<file path="config.mk">
export PLATFORM = sky130hd
export DESIGN_NAME = pulse_width_generator
export DESIGN_NICKNAME = d
export VERILOG_FILES = /design/src/rtl/pulse_width_generator.sv
export SDC_FILE = /design/constraint.sdc
export NUM_CORES = 1
export LEC_CHECK = 0
export CORE_MARGIN = 2
export CORE_UTILIZATION = 31
export CTS_BUF_LIST = sky130_fd_sc_hd__clkbuf_4 sky130_fd_sc_hd__clkbuf_8 sky130_fd_sc_hd__clkbuf_16
export DETAILED_ROUTE_END_ITERATION = 12
export PLACE_DENSITY = 0.47
export SLEW_MARGIN = 10
export SYNTH_ARGS = -nofsm -noshare
export SYNTH_HDL_FRONTEND = slang
export SYNTH_SLANG_ARGS = --single-unit
</file>
<file path="constraint.sdc">
create_clock -name clk -period 6.9 [get_ports clk]
set_clock_uncertainty 0.05 [all_clocks]
set_input_delay 1.38 -clock clk [delete_from_list [all_inputs] [get_ports clk]]
set_output_delay 1.38 -clock clk [all_outputs]
set_load 0.02 [all_outputs]
</file>
<file path="src/rtl/pulse_width_generator.sv">
// Programmable pulse/burst generator. On an accepted start it drives
// pulse_out high for width_ms milliseconds, repeating num_pulses times with
// gap_ms milliseconds low between pulses, and closes each burst with a
// one-cycle done_tick. All outputs are registered.
module pulse_width_generator #(
  parameter int unsigned CYCLES_PER_MS = 50_000,
  parameter int unsigned MS_W          = 16
) (
  input  logic            clk,
  input  logic            rst,
  input  logic            start,
  input  logic            abort,
  input  logic [MS_W-1:0] width_ms,
  input  logic [MS_W-1:0] gap_ms,
  input  logic [7:0]      num_pulses,
  output logic            pulse_out,
  output logic            ready,
  output logic            done_tick,
  output logic            aborted,
  output logic [19:0]     count,
  output logic [MS_W-1:0] elapsed_ms,
  output logic [7:0]      pulses_sent
);

  typedef enum logic [1:0] {
    S_IDLE,
    S_HIGH,
    S_GAP,
    S_DONE
  } state_t;

  localparam logic [19:0]     LAST_CNT = 20'(CYCLES_PER_MS - 1);
  localparam logic [MS_W-1:0] MS_ONE   = MS_W'(1);

  state_t          state_q, state_d;
  logic [MS_W-1:0] width_q, width_d;
  logic [MS_W-1:0] gap_q, gap_d;
  logic [7:0]      num_q, num_d;
  logic            pulse_q, pulse_d;
  logic            ready_q, ready_d;
  logic            done_q, done_d;
  logic            aborted_q, aborted_d;
  logic [19:0]     count_q, count_d;
  logic [MS_W-1:0] elapsed_q, elapsed_d;
  logic [7:0]      pulses_q, pulses_d;

  logic            ms_wrap;
  logic [19:0]     count_inc;
  logic [MS_W-1:0] elapsed_inc;
  logic [7:0]      pulses_inc;

  // Next-state and next-output computation for the burst sequencer.
  always_comb begin
    state_d   = state_q;
    width_d   = width_q;
    gap_d     = gap_q;
    num_d     = num_q;
    pulse_d   = pulse_q;
    ready_d   = ready_q;
    done_d    = 1'b0;
    aborted_d = aborted_q;
    count_d   = count_q;
    elapsed_d = elapsed_q;
    pulses_d  = pulses_q;

    ms_wrap     = (count_q == LAST_CNT);
    count_inc   = ms_wrap ? '0 : count_q + 20'd1;
    elapsed_inc = ms_wrap ? elapsed_q + MS_ONE : elapsed_q;
    pulses_inc  = pulses_q + 8'd1;

    case (state_q)
      S_IDLE: begin
        if (start && !abort) begin
          width_d   = width_ms;
          gap_d     = gap_ms;
          num_d     = num_pulses;
          pulses_d  = '0;
          aborted_d = 1'b0;
          count_d   = '0;
          elapsed_d = '0;
          ready_d   = 1'b0;
          if (width_ms == '0 || num_pulses == '0) begin
            state_d = S_DONE;
            done_d  = 1'b1;
          end else begin
            state_d = S_HIGH;
            pulse_d = 1'b1;
          end
        end
      end

      S_HIGH: begin
        if (abort) begin
          state_d   = S_DONE;
          done_d    = 1'b1;
          aborted_d = 1'b1;
          pulse_d   = 1'b0;
        end else if (ms_wrap && elapsed_q == width_q - MS_ONE) begin
          pulses_d  = pulses_inc;
          count_d   = '0;
          elapsed_d = '0;
          pulse_d   = 1'b0;
          if (pulses_inc == num_q) begin
            state_d = S_DONE;
            done_d  = 1'b1;
          end else begin
            state_d = S_GAP;
          end
        end else begin
          count_d   = count_inc;
          elapsed_d = elapsed_inc;
        end
      end

      S_GAP: begin
        // A zero gap still spends one low cycle here so pulses stay distinct.
        if (abort) begin
          state_d   = S_DONE;
          done_d    = 1'b1;
          aborted_d = 1'b1;
          pulse_d   = 1'b0;
        end else if (gap_q == '0 || (ms_wrap && elapsed_q == gap_q - MS_ONE)) begin
          state_d   = S_HIGH;
          pulse_d   = 1'b1;
          count_d   = '0;
          elapsed_d = '0;
        end else begin
          count_d   = count_inc;
          elapsed_d = elapsed_inc;
        end
      end

      S_DONE: begin
        state_d = S_IDLE;
        ready_d = 1'b1;
      end

      default: begin
        state_d = S_IDLE;
        pulse_d = 1'b0;
        ready_d = 1'b1;
      end
    endcase
  end

  // State and registered outputs, cleared asynchronously.
  always_ff @(posedge clk or posedge rst) begin
    if (rst) begin
      state_q   <= S_IDLE;
      width_q   <= '0;
      gap_q     <= '0;
      num_q     <= '0;
      pulse_q   <= 1'b0;
      ready_q   <= 1'b1;
      done_q    <= 1'b0;
      aborted_q <= 1'b0;
      count_q   <= '0;
      elapsed_q <= '0;
      pulses_q  <= '0;
    end else begin
      state_q   <= state_d;
      width_q   <= width_d;
      gap_q     <= gap_d;
      num_q     <= num_d;
      pulse_q   <= pulse_d;
      ready_q   <= ready_d;
      done_q    <= done_d;
      aborted_q <= aborted_d;
      count_q   <= count_d;
      elapsed_q <= elapsed_d;
      pulses_q  <= pulses_d;
    end
  end

  assign pulse_out   = pulse_q;
  assign ready       = ready_q;
  assign done_tick   = done_q;
  assign aborted     = aborted_q;
  assign count       = count_q;
  assign elapsed_ms  = elapsed_q;
  assign pulses_sent = pulses_q;

endmodule

</file>
==> results by group, run 1 <==
Placed design
  • DP Cell Count: 919
  • Hpwl dp: 11.7 mm
  • Cell Area, Placed: 6820 um2
  • Routability cong.: 0.821
  • Port Buf Inserts: 91

Synthesis
  • Most used DFF post-synth: dfrtp_1
  • Sequential element share of the synthesized area: 0.395
  • Area share of the largest cell type after synthesis: 0.391
  • EDFF count, synth: 0
  • Synth area leader: dfrtp_1
  • Synth Cell Area: 5700 um2
  • Net Count, Synth: 677
  • Distinct cell type count after synthesis: 60
  • Post-synth top cells: dfrtp_1, nand2_1, o21ai_0
  • Largest cells by area after synthesis: dfrtp_1, mux2_2, xnor2_1, nand2_1, o21ai_0
  • Yosys reg bits: 90
  • Fraction of registers with async set/reset: 1.00
  • Most common cell in the netlist: dfrtp_1
  • Syn avg cell area: 9.15 um2
  • Synth Warn #: 0
  • Post-synthesis cell count: 623

STA
  • Min Tclk post-route: 3.87 ns
  • Final setup viols: 0
  • Final Hold Viols: 0
  • Slew Viols, Final: 0
  • Unrepaired setup endpoints after global routing: no
  • Setup tns final: 0 ns
  • Slew headroom: 0.292
  • Worst slew pin tran: 1.06 ns
  • Fin crit share: 0.561
  • F_max: 258 MHz

CTS
  • Number of post-CTS setup repair buffers: 0
  • H-tree levels: 3
  • # clock sinks: 90
  • CTS tree: built
  • Worst-path clk slew: 0.07 ns
  • Hold buffers post-CTS: 0
  • Worst skew pair latency: 0.34 ns
  • Clock Tree Root: clkbuf_16
  • Post-CTS Resized: 0
  • Cts bufs inserted: 9
  • Worst-case clock buffer depth: 2

Routing
  • Via count: 4943
  • DR pass1 iterations: 4
  • Drt initial violations: 264
  • DR WL/cell: 16.9 um
  • Via/cell ratio: 5.29
  • Routed wire length: 15.8 mm
  • Post-route DRC: 0
  • Antenna Nets Post-Route: 0

Floorplan
  • Initial Util: 0.316
  • FP Rows: 49
  • IO Pins: 92
  • Die Span X: 140 um
  • Die Area: 19500 um2
  • Core Area: 18000 um2
  • Die Y: 140 um

Global route
  • First-pass GRT wire length: 25.7 mm
  • Grt ovf: 0
  • Initial antenna violation count: 0
  • Largest net degree at the start of global routing: 53
  • Vias in the first global route: 4894
  • Total track usage: 0.165

Pwr
  • P per Cell Area: 341 nW/um2
  • VDD IR max: 0.167 mV
  • Leak Pwr: 0.00286 uW

Flow run
  • Maxcap violations: 0

Finish
  • Layout filler cell count: 1825
  • Post-route cell area: 7140 um2
  • # diodes: 0
  • Layout Cells excl Fill: 935
  • Layout cells sized above 1: 0.105
  • Number of nets in the layout: 755
  • P&R area growth vs syn: 25.3%
  • Core Util, Final: 0.396

Worst setup path
  • Critical path's top delay family: compound AO/OA/AOI/OAI gates
  • Worst path arrival time: 4.09 ns
  • Worst-path fanout max: 17
  • Kind of critical path: input port to register
  • Critical Path End Type: register
  • Cell mode on critical path: o21ai_0
  • WP buf/inv: 3
  • Worst path slowest cell: a211oi_2
  • Startpoint Class: input port
  • Required time of the critical path: 7.12 ns
  • Cells along the critical path: clkdlybuf4s50_1 -> inv_1 -> o21ai_0 -> a21oi_1 -> buf_4 -> nand2_1 -> a211oi_2 -> o21ai_0 -> a31oi_1
  • CP peak stage delay: 0.82 ns

Worst hold path
  • Hold crit path type: register to register

Run status
  • Run status: complete, no violations
## per-layer routing
layer	global-route usage	vias up	share of wire
met1	0.220	2400	0.47
met5	0	-	0
met4	0.0547	0	0.013
met3	0.0306	12	0.045
met2	0.270	115	0.47
li1	-	2416	-
## placed cells by master, fill, tap and decap left out, drive strengths merged, types with 13 or more instances in the layout
master / n
clkdlybuf4s50: 91
dfrtp: 89
nand2: 73
o21ai: 45
nor2: 42
mux2: 41
xnor2: 36
nand3: 27
xor2: 22
nor4: 18
and3: 17
a21oi: 17
inv: 16
nor3: 15
a31oi: 13
## tightest hold or removal path: stages (launching register included)
cell and delay [ns]:
dfstp_2 0.38, nor2_1 0.08, a21oi_1 0.04
## cell type report
type                            instances  area (um2)  share of cell area
Multi-Input combinational cell        490        3280               0.459
Sequential cell                        90        2250               0.315
Timing Repair Buffer                   94         933               0.131
Tap cell                              229         287              0.0401
Clock buffer                           10         239              0.0335
Clock inverter                          6        88.8              0.0124
Inverter                               16        61.3             0.00858
## final timing paths
check,from,end,slack (ns),depth (start not counted)
worst max-delay path,abort,count[17],3.03,9
worst min-delay path,ready,ready,0.45,2
worst max register to register,width_q[0],elapsed_ms[5],3.24,11
worst min register to register,ready,ready,0.45,2
max in group asynchronous,rst,gap_q[8],4.26,3
min in group asynchronous,rst,width_q[0],1.40,2
## flip-flops by register name, summed over array words and instances, names as in the netlist
signal       cells
gap_q           16
num_q            8
state_q          2
aborted          1
width_q         16
pulse_out        1
done_tick        1
elapsed_ms      16
ready            1
pulses_sent      8
count           20
## power by group
group	switching, uW	internal, uW	total (uW)
sequential	215	674	889
combinational	529	470	999
clock	221	328	549
## cells by family after synthesis
family,synth area share
buffers and inverters,0.0312
AND/OR/NAND/NOR,0.221
XOR/XNOR,0.0891
AO/OA/AOI/OAI,0.154
multiplexers,0.0880
adder cells (fa/ha/maj),0.0219
flip-flops,0.395
## stage by stage
| step | worst slack [ns] | power [uW] | hold slack, ns |
|---|---|---|---|
| 2_1_floorplan | 3.14 | 1610 | 0.450 |
| 3_3_place_gp | 2.75 | 1880 | 0.442 |
| 3_5_place_dp | 2.71 | 1900 | 0.442 |
| 4_1_cts | 3.07 | 2470 | 0.457 |
| 5_1_grt | 2.77 | 2620 | 0.485 |
| 6_report | 3.03 | 2440 | 0.451 |
Note: power is estimated with default switching activity, not from simulation.
==> inputs of run 2 (changes only) <==
Clock period 6.9 ns to 3.9 ns, I/O delays scaled along.
==> results by group, run 2 (same netlist as run 1, synthesis figures left out) <==
CTS
  • Cts bufs inserted: 9 (unchanged)
  • # clock sinks: 90 (unchanged)
  • H-tree levels: 3 (unchanged)
  • Hold buffers post-CTS: 0 (unchanged)
  • Worst-case clock buffer depth: 2 (unchanged)
  • Clock Tree Root: clkbuf_16
  • Post-CTS Resized: 0 (unchanged)
  • Worst-path clk slew: 0.07 ns (about the same)
  • Worst skew pair latency: 0.35 ns (about the same)
  • CTS tree: built
  • Number of post-CTS setup repair buffers: 0 (unchanged)

Floorplan
  • Die Y: 140 um (unchanged)
  • Die Area: 19500 um2 (unchanged)
  • Core Area: 18000 um2 (unchanged)
  • Initial Util: 0.316 (unchanged)
  • IO Pins: 92 (unchanged)
  • Die Span X: 140 um (unchanged)
  • FP Rows: 49 (unchanged)

STA
  • Setup tns final: 0 ns (unchanged)
  • Slew headroom: 0.479 (+0.187)
  • Min Tclk post-route: 3.57 ns
  • F_max: 280 MHz
  • Final setup viols: 0 (unchanged)
  • Worst slew pin tran: 0.781 ns (-0.279 ns)
  • Fin crit share: 0.915
  • Slew Viols, Final: 0 (unchanged)
  • Final Hold Viols: 0 (unchanged)
  • Unrepaired setup endpoints after global routing: no

Routing
  • Via count: 4937 (-0.12%)
  • Via/cell ratio: 5.25 (-0.76%)
  • Drt initial violations: 347 (+31%)
  • Post-route DRC: 0 (unchanged)
  • DR pass1 iterations: 5 (+1)
  • Antenna Nets Post-Route: 0 (unchanged)
  • DR WL/cell: 16.8 um (-0.44%)
  • Routed wire length: 15.8 mm (+0.20%)

Finish
  • # diodes: 0 (unchanged)
  • Layout filler cell count: 1805 (-1.1%)
  • Number of nets in the layout: 761 (+0.79%)
  • Register area: 2250 um2 (unchanged)
  • Commonest non-fill, non-tap cell in the layout: clkdlybuf4s50_1
  • Layout cells sized above 1: 0.112 (+0.00754)
  • Post-route cell area: 7160 um2 (+0.30%)
  • P&R area growth vs syn: 25.7%
  • Multi-input gate area: 3280 um2 (unchanged)
  • Most frequent cells in the layout: clkdlybuf4s50_1, dfrtp_1, nand2_1, o21ai_0, nor2_1
  • Max reg flops: 20 (unchanged)

Worst hold path
  • Hold crit path type: register to register
  • Worst Hold Depth: 2 (unchanged)
  • Hold path start: ready
  • Hold endpoint: ready

Pwr
  • P per Cell Area: 596 nW/um2 (+75%)
  • Leak Pwr: 0.00288 uW (+0.81%)
  • VDD IR max: 0.284 mV (+70%)

Worst setup path
  • Critical Path End Type: register
  • Worst r2r src: width_q[0]
  • Reg2Reg Depth: 11 (unchanged)
  • Required time of the critical path: 4.09 ns (-3.03 ns)
  • Startpoint Class: register
  • Worst-path fanout max: 19 (+2)
  • R2R Setup Slk: 0.33 ns (-2.91 ns)
  • Worst r2r dst: elapsed_ms[5]
  • Kind of critical path: register to register
  • Worst path arrival time: 3.76 ns (-0.33 ns)

Global route
  • Largest net degree at the start of global routing: 42 (-21%)
  • First-pass GRT wire length: 26.0 mm (+1.2%)
  • Initial antenna violation count: 0 (unchanged)
  • Total track usage: 0.167 (+0.00288)
  • Grt ovf: 0 (unchanged)
  • Vias in the first global route: 4925 (+0.63%)

Placed design
  • Cell Area, Placed: 6860 um2 (+0.66%)
  • Hpwl dp: 11.9 mm (+1.3%)
  • Port Buf Inserts: 91 (unchanged)
  • Routability cong.: 0.845 (+2.9%)

Flow run
  • Maxcap violations: 0 (unchanged)

Run status
  • Run status: complete, no violations
run 2: changes by cell type in the layout (fill, tap and decap cells not counted):
cell and change:
buf_4 +6, clkinv_4 +1, clkinv_2 +1, clkinvlp_4 -1, bufinv_16 -1
run 2: worst max path at each step:
stage	startpoint	end	slack, ns
after floorplan	rst	aborted	0.74
after global placement	width_q[0]	elapsed_ms[15]	0.44
after detailed placement	width_q[0]	elapsed_ms[5]	0.37
after CTS	width_q[0]	elapsed_ms[5]	0.34
after global routing	width_q[0]	elapsed_ms[4]	0.03
final	width_q[0]	elapsed_ms[5]	0.33
run 2: report_power, final:
group	switching (uW)	internal (uW)
logic	952	852
clock network	388	515
registers	372	1190
total	1710	2560
run 2: area by class of cell:
class,instances,share of cell area
inverter,16,0.00856
multi-input combinational,490,0.458
timing repair buffer,100,0.137
clock inverter,6,0.00908
clock buffer,10,0.0334
sequential,90,0.315
tap,229,0.0400
run 2: layer usage:
metal | vias up | global-route usage | routed length (um) | part of all wire
li1 | 2432 | - | - | -
met1 | 2386 | 0.235 | 7780 | 0.49
met2 | 104 | 0.261 | 7210 | 0.45
met3 | 15 | 0.0265 | 585 | 0.037
met4 | 0 | 0.0632 | 271 | 0.017
met5 | - | 0 | 0 | 0
run 2: critical path, cell delays in order, from the launching register on:
cell and delay (ns):
dfrtp_1 0.44, inv_1 0.09, ha_1 0.28, nor4b_1 0.47
xnor2_1 0.18, o22ai_1 0.09, a2111o_1 0.39, nor4_1 0.35
a21oi_1 0.26, o21bai_4 0.47, nor2_1 0.10, a211o_1 0.28
run 2: through the flow:
step	power (uW)	setup slack, ns	std cells	util	hold WS, ns
after global placement	3350	0.444	925	0.381	0.436
final	4270	0.332	941	0.397	0.453
after CTS	4320	0.344	941	0.397	0.452
after floorplan	2860	0.736	623	-	0.450
after global routing	4590	0.0311	941	0.397	0.466
after detailed placement	3390	0.373	925	0.381	0.437
==> inputs of run 3 (changes only) <==
Settings changed: CELL_PAD_IN_SITES_DETAIL_PLACEMENT from default to 1, CELL_PAD_IN_SITES_GLOBAL_PLACEMENT from default to 1, PLACE_DENSITY 0.47 to 0.62.
Clock period 3.9 ns to 3.2 ns, I/O delays scaled along.
==> results by group, run 3 (same netlist as run 1, synthesis figures left out) <==
Worst setup path
  • Worst-path fanout max: 17 (-2)
  • CP peak stage delay: 0.44 ns (-0.03 ns)
  • Critical path's top delay family: simple AND/OR/NAND/NOR gates
  • Reg2Reg Depth: 13 (+2)
  • Required time of the critical path: 3.38 ns (-0.71 ns)
  • Cells along the critical path: inv_2 -> ha_2 -> nor3b_4 -> buf_4 -> nand4_1 -> xnor2_1 -> a311o_1 -> nor4_4 -> nor2_2 -> o21bai_4 -> buf_12 -> nor3_1 -> a211o_1
  • Worst path arrival time: 3.36 ns (-0.40 ns)
  • WP buf/inv: 3 (+2)
  • Critical Path End Type: register
  • Worst r2r src: gap_q[0]
  • Startpoint Class: register
  • Worst r2r dst: elapsed_ms[15]
  • Worst path slowest cell: dfrtp_1
  • R2R Setup Slk: 0.02 ns (-0.31 ns)
  • Kind of critical path: register to register

Finish
  • Core Util, Final: 0.417 (+0.0192)
  • Commonest non-fill, non-tap cell in the layout: clkdlybuf4s50_1
  • Most frequent cells in the layout: clkdlybuf4s50_1, dfrtp_1, nand2_1, buf_4, o21ai_0
  • Register area: 2250 um2 (unchanged)
  • Max reg flops: 20 (unchanged)
  • Layout filler cell count: 2086 (+16%)
  • Multi-input gate area: 3330 um2 (+1.5%)
  • # diodes: 0 (unchanged)
  • Layout cells sized above 1: 0.169 (+0.0567)
  • P&R area growth vs syn: 31.7%
  • Number of nets in the layout: 801 (+5.3%)

STA
  • Fin crit share: 0.994 (+0.0789)
  • Min Tclk post-route: 3.18 ns (-0.388 ns)
  • Final worst slack: 0.0201 ns (-0.312 ns)
  • Slew headroom: 0.498 (+0.0191)
  • F_max: 314 MHz (+12%)
  • Slew Viols, Final: 0 (unchanged)
  • Worst slew pin tran: 0.753 ns (-0.0286 ns)
  • Final setup viols: 0 (unchanged)
  • Final Hold Viols: 0 (unchanged)
  • Hold slack: 0.460 ns (+0.00768 ns)

Global route
  • First-pass GRT wire length: 29.6 mm (+14%)
  • Met1 usage: 0.235 (+0.000420)
  • Grt ovf: 0 (unchanged)
  • GRT Max-Usage Layer: met2
  • Initial antenna violation count: 0 (unchanged)
  • Vias in the first global route: 5492 (+12%)
  • Met3 GRT Util: 0.0372 (+0.0107)
  • Met2 Use GR: 0.331 (+0.0699)
  • Total track usage: 0.188 (+0.0210)
  • Largest net degree at the start of global routing: 56 (+33%)

Worst hold path
  • Worst Hold Depth: 2 (unchanged)
  • Hold path start: ready
  • Hold endpoint: ready
  • Hold crit path type: register to register

CTS
  • # clock sinks: 90 (unchanged)
  • Cts bufs inserted: 9 (unchanged)
  • CTS tree: built
  • Worst-path clk slew: 0.07 ns (about the same)
  • Worst skew pair latency: 0.35 ns (about the same)
  • H-tree levels: 3 (unchanged)
  • Clock Tree Root: clkbuf_16
  • Worst-case clock buffer depth: 2 (unchanged)
  • Hold buffers post-CTS: 0 (unchanged)

Routing
  • Via/cell ratio: 5.37 (+2.3%)
  • Via count: 5258 (+6.5%)
  • Antenna Nets Post-Route: 0 (unchanged)
  • Routed wire length: 18.3 mm (+15%)
  • DR WL/cell: 18.7 um (+11%)
  • DR pass1 iterations: 4 (-1)
  • Post-route DRC: 0 (unchanged)
  • Drt initial violations: 220 (-37%)

Placed design
  • Routability cong.: 0.844 (-0.12%)
  • Hpwl dp: 13.4 mm (+13%)
  • Port Buf Inserts: 91 (unchanged)
  • Place WS: -0.0809 ns (-0.454 ns)

Pwr
  • Sw Pwr: 2270 uW (+32%)
  • Combinational share of power: 0.472 (+0.050)
  • Sw Share: 0.411 (+0.0107)
  • Total power draw: 5510 uW (+29%)
  • VDD IR max: 0.365 mV (+28%)
  • P per Cell Area: 734 nW/um2 (+23%)
  • Seq pwr share: 0.342 (-0.024)
  • Clock network power share: 0.186 (-0.025)
  • Cell Int Power: 3250 uW (+27%)
  • Leak Pwr: 0.00308 uW (+7.1%)

Floorplan
  • Die Span X: 140 um (unchanged)
  • Initial Util: 0.316 (unchanged)
  • Die Area: 19500 um2 (unchanged)
  • IO Pins: 92 (unchanged)
  • FP Rows: 49 (unchanged)
  • Die Y: 140 um (unchanged)
  • Core Area: 18000 um2 (unchanged)

Run status
  • Run status: complete, no violations

Flow run
  • Maxcap violations: 0 (unchanged)
run 3: final cells by class:
class	count	share of cell area
inverter	16	0.00816
multi-input combinational	490	0.443
timing repair buffer	140	0.174
tap	229	0.0382
clock buffer	11	0.0328
sequential	90	0.300
clock inverter	4	0.00383
run 3: worst max path at each step:
stage | slack, ns | startpoint | endpoint | depth (start not counted)
after floorplan | 0.16 | width_q[0] | pulses_sent[7] | 11
after global placement | 0.005 | width_q[0] | pulses_sent[7] | 11
after detailed placement | -0.08 | gap_q[0] | elapsed_ms[15] | 12
after CTS | 0.002 | gap_q[0] | elapsed_ms[15] | 12
after global routing | -0.09 | gap_q[0] | elapsed_ms[15] | 13
final | 0.02 | gap_q[0] | elapsed_ms[15] | 13
run 3: metal layers:
metal | part of all wire | wire [um]
met2 | 0.51 | 9360
met3 | 0.031 | 560
met5 | 0 | 0
met4 | 0.016 | 294
met1 | 0.44 | 8080
run 3: metrics by stage:
| stage | instance area [um2] | setup TNS, ns | std cells |
|---|---|---|---|
| final | 7510 | 0 | 980 |
| after global routing | 7510 | -0.400 | 980 |
| after CTS | 7410 | 0 | 972 |
| after detailed placement | 7120 | -0.199 | 957 |
| after global placement | 7120 | 0 | 957 |
| after floorplan | 5700 | 0 | 623 |
run 3: timing repair:
item	4_1_cts	5_1_grt
endpoints found under the setup margin	9	26
setup buffers	0	8
gates resized for setup	2	9
pin swaps	0	1
run 3: tightest hold or removal path: stages, from the launching register on:
cell and delay (ns):
dfstp_2 0.38, nor2_1 0.08, a21oi_1 0.05
run 3: power groups by stage:
stage / logic, uW / registers [uW] / clock network [uW]
2_1_floorplan: 1670 / 1810 / 0
5_1_grt: 2850 / 1940 / 1100
4_1_cts: 2510 / 1890 / 1050
3_5_place_dp: 2470 / 1900 / 0
6_report: 2600 / 1890 / 1030
3_3_place_gp: 2390 / 1880 / 0
